## config.mk

```make
export PLATFORM = sky130hd
export DESIGN_NAME = aes_key_schedule_seq_flat
export DESIGN_NICKNAME = d
export VERILOG_FILES = /design/src/rtl/aes_key_schedule_seq_if.sv /design/src/rtl/aes_key_schedule_seq.sv /design/src/flat_wrapper.sv
export SDC_FILE = /design/constraint.sdc
export NUM_CORES = 2
export LEC_CHECK = 0
export CAP_MARGIN = 20
export CORE_AREA = 2 2 382 384
export DETAILED_ROUTE_END_ITERATION = 6
export DIE_AREA = 0 0 384 386
export PLACE_DENSITY_LB_ADDON = 0.2
export SYNTH_ARGS = -nofsm -noshare
export SYNTH_HDL_FRONTEND = slang
export SYNTH_SLANG_ARGS = --single-unit
```

## constraint.sdc

```tcl
create_clock -name clk -period 27 [get_ports clk]
set_clock_uncertainty 0.05 [all_clocks]
set_input_delay 2.7 -clock clk [delete_from_list [all_inputs] [get_ports clk]]
set_output_delay 2.7 -clock clk [all_outputs]
set_load 0.03 [all_outputs]
```

## src/rtl/aes_key_schedule_seq_if.sv

```systemverilog
// Stream/handshake bundle between the key register, aes_key_schedule_seq and the cipher core.
interface aes_key_schedule_seq_if #(
    parameter int MAX_KEY_BITS = 256,
    parameter int RK_W         = 128
);
    logic                    start;
    logic [1:0]              key_len;
    logic [MAX_KEY_BITS-1:0] key_in;
    logic                    start_rev;
    logic                    ready;
    logic                    busy;
    logic [RK_W-1:0]         rk_out;
    logic [3:0]              rk_round;
    logic                    rk_valid;
    logic                    rk_ready;
    logic                    rk_last;

    modport master (output start, key_len, key_in, start_rev, rk_ready,
                    input  ready, busy, rk_out, rk_round, rk_valid, rk_last);
    modport slave  (input  start, key_len, key_in, start_rev, rk_ready,
                    output ready, busy, rk_out, rk_round, rk_valid, rk_last);
endinterface

```

## src/rtl/aes_key_schedule_seq.sv

```systemverilog
// Sequential AES-128/192/256 key schedule, one word per clock through one shared 4-byte S-box.
// Optional reverse (decryption-order) replay store enabled by defining KEYSCHED_REVERSE_EN.
module aes_key_schedule_seq #(
    parameter int MAX_KEY_BITS = 256,
    parameter int RK_W         = 128
) (
    input  logic                  clk,
    input  logic                  rst,
    aes_key_schedule_seq_if.slave bus
);
    typedef enum logic [1:0] {IDLE, GEN, DRAIN, REPLAY} state_t;

    state_t                  state, state_nxt;
    logic [MAX_KEY_BITS-1:0] key_sh;
    logic [31:0]             win [8];
    logic [31:0]             acc [3];
    logic [5:0]              widx;
    logic [2:0]              mcnt;
    logic [3:0]              nk, nr, len_nk, len_nr;
    logic [7:0]              rcon;
    logic [RK_W-1:0]         rk_out_q;
    logic [3:0]              rk_round_q;
    logic                    rk_valid_q, rk_last_q;
    logic                    start_acc, out_free, beat, group_done, last_word;
    logic                    is_key, advance, load_gen;
    logic [31:0]             prev_w, far_w, sub_in, sub_out, temp, new_w;

    function automatic logic [7:0] xtime(input logic [7:0] x);
        return {x[6:0], 1'b0} ^ (x[7] ? 8'h1b : 8'h00);
    endfunction

    function automatic logic [7:0] gf_mul(input logic [7:0] a, input logic [7:0] b);
        logic [7:0] p, x;
        p = 8'h00;
        x = a;
        for (int k = 0; k < 8; k++) begin
            if (b[k]) p = p ^ x;
            x = xtime(x);
        end
        return p;
    endfunction

    // S-box as GF(2^8) inverse (x^254, zero maps to zero) followed by the affine map.
    function automatic logic [7:0] sbox(input logic [7:0] x);
        logic [7:0] sq, inv;
        sq  = x;
        inv = 8'h01;
        for (int k = 1; k < 8; k++) begin
            sq  = gf_mul(sq, sq);
            inv = gf_mul(inv, sq);
        end
        return inv ^ {inv[6:0], inv[7]} ^ {inv[5:0], inv[7:6]}
                   ^ {inv[4:0], inv[7:5]} ^ {inv[3:0], inv[7:4]} ^ 8'h63;
    endfunction

    function automatic logic [31:0] subword(input logic [31:0] w);
        return {sbox(w[31:24]), sbox(w[23:16]), sbox(w[15:8]), sbox(w[7:0])};
    endfunction

    // Key lengths wider than the instance supports fall back to 128.
    always_comb begin
        len_nk = 4'd4;
        len_nr = 4'd10;
        if (bus.key_len == 2'b01 && MAX_KEY_BITS >= 192) begin
            len_nk = 4'd6;
            len_nr = 4'd12;
        end else if (bus.key_len == 2'b10 && MAX_KEY_BITS >= 256) begin
            len_nk = 4'd8;
            len_nr = 4'd14;
        end
    end

    assign start_acc  = (state == IDLE) && bus.start;
    assign out_free   = !rk_valid_q || bus.rk_ready;
    assign beat       = rk_valid_q && bus.rk_ready;
    assign group_done = (widx[1:0] == 2'd3);
    assign last_word  = (widx == {nr, 2'b11});
    assign is_key     = (widx < {2'b00, nk});
    // A completed group stalls generation until the output register can take it.
    assign advance    = (state == GEN) && (!group_done || out_free);
    assign load_gen   = advance && group_done;

    // NOTE: every always_comb output gets a default first, so no path can infer a latch.
    always_comb begin
        prev_w  = win[0];
        far_w   = win[3'(nk - 4'd1)];
        sub_in  = (mcnt == 3'd0) ? {prev_w[23:0], prev_w[31:24]} : prev_w;
        sub_out = subword(sub_in);
        temp    = prev_w;
        if (mcnt == 3'd0)
            temp = sub_out ^ {rcon, 24'h000000};
        else if (nk == 4'd8 && mcnt == 3'd4)
            temp = sub_out;
        new_w = is_key ? key_sh[MAX_KEY_BITS-1 -: 32] : (far_w ^ temp);
    end

    // NOTE: sequential state uses non-blocking assignments so all registers update together.
    always_ff @(posedge clk) begin
        if (rst) state <= IDLE;
        else     state <= state_nxt;
    end

`ifdef KEYSCHED_REVERSE_EN
    logic [RK_W-1:0] store [15];
    logic [3:0]      rp;
    logic            rp_done, sched_ok, rev_acc, load_rev;

    assign rev_acc  = (state == IDLE) && !bus.start && bus.start_rev && sched_ok;
    assign load_rev = (state == REPLAY) && !rp_done && out_free;

    // NOTE: the round-key store is plain RAM with no reset; sched_ok guards its contents.
    always_ff @(posedge clk) begin
        if (load_gen) store[widx[5:2]] <= {acc[0], acc[1], acc[2], new_w};
    end

    always_ff @(posedge clk) begin
        if (rst) begin
            rp       <= 4'd0;
            rp_done  <= 1'b0;
            sched_ok <= 1'b0;
        end else begin
            if (start_acc)
                sched_ok <= 1'b0;
            else if (state == DRAIN && beat)
                sched_ok <= 1'b1;
            if (rev_acc) begin
                rp      <= nr;
                rp_done <= 1'b0;
            end else if (load_rev) begin
                if (rp == 4'd0) rp_done <= 1'b1;
                else            rp      <= rp - 4'd1;
            end
        end
    end
`else
    logic unused_start_rev;
    assign unused_start_rev = bus.start_rev;
`endif

    always_comb begin
        state_nxt = state;
        bus.ready = (state == IDLE);
        bus.busy  = (state != IDLE);
        case (state)
            IDLE: begin
                if (bus.start) state_nxt = GEN;
`ifdef KEYSCHED_REVERSE_EN
                else if (rev_acc) state_nxt = REPLAY;
`endif
            end
            GEN:     if (advance && last_word) state_nxt = DRAIN;
            DRAIN:   if (beat) state_nxt = IDLE;
            REPLAY:  if (beat && rk_last_q) state_nxt = IDLE;
            default: state_nxt = IDLE;
        endcase
    end

    always_ff @(posedge clk) begin
        if (rst) begin
            key_sh <= '0;
            widx   <= 6'd0;
            mcnt   <= 3'd0;
            nk     <= 4'd4;
            nr     <= 4'd10;
            rcon   <= 8'h01;
            for (int k = 0; k < 8; k++) win[k] <= '0;
            for (int k = 0; k < 3; k++) acc[k] <= '0;
        end else if (start_acc) begin
            key_sh <= bus.key_in;
            widx   <= 6'd0;
            mcnt   <= 3'd0;
            nk     <= len_nk;
            nr     <= len_nr;
            rcon   <= 8'h01;
        end else if (advance) begin
            win[0] <= new_w;
            for (int k = 1; k < 8; k++) win[k] <= win[k-1];
            case (widx[1:0])
                2'd0:    acc[0] <= new_w;
                2'd1:    acc[1] <= new_w;
                2'd2:    acc[2] <= new_w;
                default: ;
            endcase
            widx <= widx + 6'd1;
            mcnt <= (mcnt == 3'(nk - 4'd1)) ? 3'd0 : mcnt + 3'd1;
            if (is_key)
                key_sh <= key_sh << 32;
            else if (mcnt == 3'd0)
                rcon <= xtime(rcon);
        end
    end

    always_ff @(posedge clk) begin
        if (rst) begin
            rk_out_q   <= '0;
            rk_round_q <= 4'd0;
            rk_valid_q <= 1'b0;
            rk_last_q  <= 1'b0;
        end else if (load_gen) begin
            rk_out_q   <= {acc[0], acc[1], acc[2], new_w};
            rk_round_q <= widx[5:2];
            rk_valid_q <= 1'b1;
            rk_last_q  <= last_word;
`ifdef KEYSCHED_REVERSE_EN
        end else if (load_rev) begin
            rk_out_q   <= store[rp];
            rk_round_q <= rp;
            rk_valid_q <= 1'b1;
            rk_last_q  <= (rp == 4'd0);
`endif
        end else if (beat) begin
            rk_valid_q <= 1'b0;
            rk_last_q  <= 1'b0;
        end
    end

    assign bus.rk_out   = rk_out_q;
    assign bus.rk_round = rk_round_q;
    assign bus.rk_valid = rk_valid_q;
    assign bus.rk_last  = rk_last_q;
endmodule

```

## src/flat_wrapper.sv

```systemverilog
// flat-port wrapper written by rule: the top's interface ports become plain ports
module aes_key_schedule_seq_flat 
#(
    parameter int MAX_KEY_BITS = 256,
    parameter int RK_W         = 128
)
  (clk, rst, bus_start, bus_key_len, bus_key_in, bus_start_rev, bus_rk_ready, bus_ready, bus_busy, bus_rk_out, bus_rk_round, bus_rk_valid, bus_rk_last);
  aes_key_schedule_seq_if #(.MAX_KEY_BITS(MAX_KEY_BITS), .RK_W(RK_W)) bus_i ();
  input  logic clk;
  input  logic rst;
  input wire logic [$bits(bus_i.start)-1:0] bus_start;
  input wire logic [$bits(bus_i.key_len)-1:0] bus_key_len;
  input wire logic [$bits(bus_i.key_in)-1:0] bus_key_in;
  input wire logic [$bits(bus_i.start_rev)-1:0] bus_start_rev;
  input wire logic [$bits(bus_i.rk_ready)-1:0] bus_rk_ready;
  output wire logic [$bits(bus_i.ready)-1:0] bus_ready;
  output wire logic [$bits(bus_i.busy)-1:0] bus_busy;
  output wire logic [$bits(bus_i.rk_out)-1:0] bus_rk_out;
  output wire logic [$bits(bus_i.rk_round)-1:0] bus_rk_round;
  output wire logic [$bits(bus_i.rk_valid)-1:0] bus_rk_valid;
  output wire logic [$bits(bus_i.rk_last)-1:0] bus_rk_last;
  assign bus_i.start = bus_start;
  assign bus_i.key_len = bus_key_len;
  assign bus_i.key_in = bus_key_in;
  assign bus_i.start_rev = bus_start_rev;
  assign bus_i.rk_ready = bus_rk_ready;
  assign bus_ready = bus_i.ready;
  assign bus_busy = bus_i.busy;
  assign bus_rk_out = bus_i.rk_out;
  assign bus_rk_round = bus_i.rk_round;
  assign bus_rk_valid = bus_i.rk_valid;
  assign bus_rk_last = bus_i.rk_last;
  aes_key_schedule_seq #(.MAX_KEY_BITS(MAX_KEY_BITS), .RK_W(RK_W)) u_core (.clk(clk), .rst(rst), .bus(bus_i));
endmodule
```

After elaboration in Yosys (flattened, before gate mapping) --
Memories as Yosys holds them, arrays and structs flattened. A register that Yosys moved wholly into a read port is not among the register bits. Cells that the tools add are included.
Cells by class: $add $sub $neg 3, $lt $le $gt $ge 1, eq/ne operators 16, mux-type cells 865, bitwise gates (word level) 791, reduce and logical (&&, ||, !) cells 22
Operator list (number):
- $xor 8x8->8 | 745
- $mux 8 | 420
- $mux 5 | 369
- $mux 256 | 3
- $mux 32 | 15
- $xor 32x32->32 | 2
- $mux 1 | 28
- $mux 7 | 4
- $not 1->1 const A | 28
- $mux 4 | 6
- $mux 6 | 4
- $mux 3 | 7
- $mux 2 | 8
- $not 4->4 | 4
- $or 1x1->1 | 11
- $eq 2x2->1 const B | 5
- $pmux 2 s4 | 1
- $reduce_bool 2->1 | 4
- $logic_and 1x1->1 | 7
- $add 6x1->6 const B | 1
- $eq 2x1->1 const B | 3
- $eq 6x6->1 | 1
- $lt 6x4->1 | 1
- $eq 4x4->1 const B | 1
- other kinds (15) | 20
Storage, ports and cells: bits in registers 417, RAM bits 352, bits of input ports 263, output and inout bits 136, logic and storage cells 1711, memories 2
Memories:
- u_core.win | depth 8, bits a word 32, read ports 8, clocked after Yosys merged registers in 0, wr ports 8, line aes_key_schedule_seq.sv:15 | logic [31:0] win [8];
- u_core.acc | depth 3, bits a word 32, read ports 3, clocked after Yosys merged registers in 3, wr ports 3, line aes_key_schedule_seq.sv:16 | logic [31:0] acc [3];

Logic depth before layout (Yosys ltp) --
word-level depth 139, gate-level depth with buffers 87, depth with buffers taken out 72

Worst setup path after synthesis --
Ideal clock, no wire load.
path kind register to register, start register u_core.mcnt[0], end memory u_core.acc[1][3] (netlist: u_core.acc[0][35]), data pin, library setup time 0.274 ns, arrival 17.835 ns, data required time 26.676 ns, setup slack 8.841 ns, stages on the path, launching flop included 84, path buffers 14, clock period less this slack 18.159 ns, path through dfxtp_1 > inv_1 > ha_1 > nand2b_1 > buf_6 > buf_6 > buf_6 > buf_6 > mux2_2 > ha_1 > clkbuf_1 > xnor2_1 > mux2i_4 > xor2_4 > inv_2 > clkbuf_1 > clkbuf_1 > ha_1 > (+48 left out) > o311ai_0 > mux2i_1 > nand2_1 > o211ai_1 > nand3_1 > xnor2_1 > a21oi_1 > xor2_1 > nor2_1 > xnor2_1 > xor2_1 > xor2_1 > xnor2_1 > o21ai_1 > xnor2_1 > nor2_1 > a21oi_1 > nor2_1
RTL lines:
- start: declaration | line aes_key_schedule_seq.sv:18 | logic [2:0] mcnt;
- start signal: assignment | line aes_key_schedule_seq.sv:185 | mcnt <= (mcnt == 3'(nk - 4'd1)) ? 3'd0 : mcnt + 3'd1;
- end: declaration | line aes_key_schedule_seq.sv:16

==> impl_metrics.toml <==
[die]
num_rows = 140
die_width_um = 384
coreArea_mm2 = 0.145
dieArea_mm2 = 0.148
io_pins = 399
die_h_um = 386
initial_core_util = 0.643

[final_layout]
final_layout_size_suffix_gt1_frac = 0.0800
fillers = 11500
register_area_mm2 = 0.0189
multi_input_area_mm2 = 0.0706
syn2layout_area_growth_pct = 8.70
fin_nets = 11900
final_cell_mix = "nor2_1, xnor2_1, nand2_1, a21oi_1, xor2_1"
mostFrequentLayoutCell = "nor2_1"

[worst_hold_path]
hp-start = "u_core.key_sh[128]"
hp-class = "reg2reg"

[critical_path]
cp_common_cell = "xnor2_1"
path_class = "reg2reg"
end_kind = "flop"
worst_ep_arrival_time_ps = 24290
startpoint = "u_core.mcnt[0]"
crit-reg2reg-launch = "u_core.mcnt[0]"
crit_path_start_kind = "flop"
cp_slowest_cell = "ha_1"
worstPathRequired_ps = 27250
cpPeakStageDelay_ps = 890
critPathMaxFanout = 49

[synthesis]
ys_seq_area_frac = 0.203
synth_top_cell_by_area = "xnor2_1"
yosysWarnings = 0
synthArstFlopShare = 0
synth_area_per_cell_um2 = 8.00
synth_area_leaders = "xnor2_1, edfxtp_1, dfxtp_1"
synth_ff_type = "dfxtp_1"
synth_top_area_frac = 0.155
synth.distinct_cells = 135
synth_fp_nets = 11900
synth_seq_cells = 766
syn_area_mm2 = 0.0930
synth_edf_count = 352
syn_inst = 11600

[placement]
dp_hpwl_um = 201000
place.gp.congestion = 0.954
port_buffers = 397

[sta]
relSlewSlack = 0.243
final_max_slew_viol_count = 0
grt_setup_unrepaired = "false"
fmax_ghz = 0.0416
setup_viol = 0
finalHoldViolCount = 0
min_period_ps = 24040
worst_pin_slew_ps = 1130
fin_crit_sh = 0.890
fin_tns_setup_ps = 0

[global_route]
grt_max_degree = 195
grt_pass1_vias = 81100
grt_first_pass_wirelength_um = 447000
gr-total-overflow = 0
antenna_found_initial = 19
grt_usage = 0.366

[cts]
hold_buffers = 0
tritoncts = "yes"
cts_buffers = 70
insertion_delay_ps = 610
clk_pin_slew_ps = 70
cts_root_buf = "clkbuf_16"
cts_sinks = 766
post_cts_resized = 0
h-tree-depth = 3
cts_setup_buffers = 0
clockBufferDepth = 3

[outcome]
violations = "design-rule violations"
outcome = "finished with violations"

[drt]
drc = 7
drt-total-wl_um = 285000
wl_per_cell_um = 21.0
first_pass_iters = 7
drtIter0Drc = 11700
vias_per_cell = 6.50
vias = 88200
ant_nets = 0

[job]
maxCapViolations = 0
==> layout make-up <==
| cell class | instances | share of cell area |
|---|---|---|
| clock buffers | 98 | 0.0203 |
| diodes | 18 | 0.000446 |
| multi-input cells | 9891 | 0.698 |
| repair buffers | 710 | 0.0632 |
| flip-flops and latches | 766 | 0.187 |
| clock inverters | 32 | 0.00291 |
| well taps | 1917 | 0.0237 |
| inverters | 121 | 0.00449 |
==> routing by layer <==
metal  track usage  routed length [µm]  up-vias
met3        0.0424               28100      709
li1              -                   -    40500
met4         0.125                9920        6
met5             0                  55        -
met2         0.599              133000     5016
met1         0.501              114000    41900
==> critical path, delay by kind of cell, from the launching register on <==
kind | cells | cell delay [ps]
xor gates and xnor gates | 22 | 8070
AOI/OAI and AO/OA | 13 | 3850
adders and majority gates | 4 | 2180
muxes | 4 | 1770
buffers and inverters | 8 | 2230
and+or+nand+nor | 19 | 5090
DFF | 1 | 390
==> Yosys cell counts, drive strengths merged, types with 34 or more instances <==
master,instances
or2,38
edfxtp,352
xnor3,317
xor2,501
clkbuf,595
nor2,1679
ha,40
mux2i,277
o221ai,34
a22oi,133
xnor2,1778
a21oi,728
buf,242
a221oi,41
and2,221
nor4,152
o21a,37
a31oi,101
a211oi,149
inv,104
nor2b,132
o211ai,103
a21o,49
dfxtp,414
o22ai,124
nand2b,64
mux2,57
nand4,50
or3,56
nand2,1356
a311oi,107
o21ai,410
nor3,273
nand3,281
and3,67
o31ai,46
==> metrics by stage <==
step                hold WS, ps  cells  utilization  instance area (µm²)  worst slack (ps)
floorplan                   383  11600            -                93000              8840
global placement            392  13400        0.682                98500              4100
detailed placement          397  13400        0.682                98500              3710
CTS                         405  13500        0.698               101000              3590
global route                416  13600        0.699               101000              1970
finish                      406  13600        0.699               101000              2960
==> final timing paths <==
check	end	slack [ps]	cells after the start
setup reg to reg	u_core.acc[0][90]	2960	70
setup / recovery	u_core.acc[0][90]	2960	70
hold reg to reg	u_core.key_sh[128]	410	2
hold / removal	u_core.key_sh[128]	410	2
==> cells by family after synthesis <==
group	synth area share
xor+xnor	0.318
fa+ha+maj	0.00549
flops	0.203
mux	0.0462
simple gates	0.214
compound gates	0.171
buf+inv	0.0426
==> state kept, by name (all words and copies together) (netlist names) <==
name and count:
bus_rk_out 96, u_core.acc 96, u_core.bus.rk_last 1, u_core.bus.rk_out 32, u_core.bus.rk_round 4, u_core.bus.rk_valid 1, u_core.key_sh 256, u_core.mcnt 3
u_core.nk 3, u_core.nr 2, u_core.rcon 8, u_core.state 2, u_core.widx 6, u_core.win 256
Power is not shown: default switching activity piles up to over one toggle a cycle in this logic, so the estimate is an artifact.
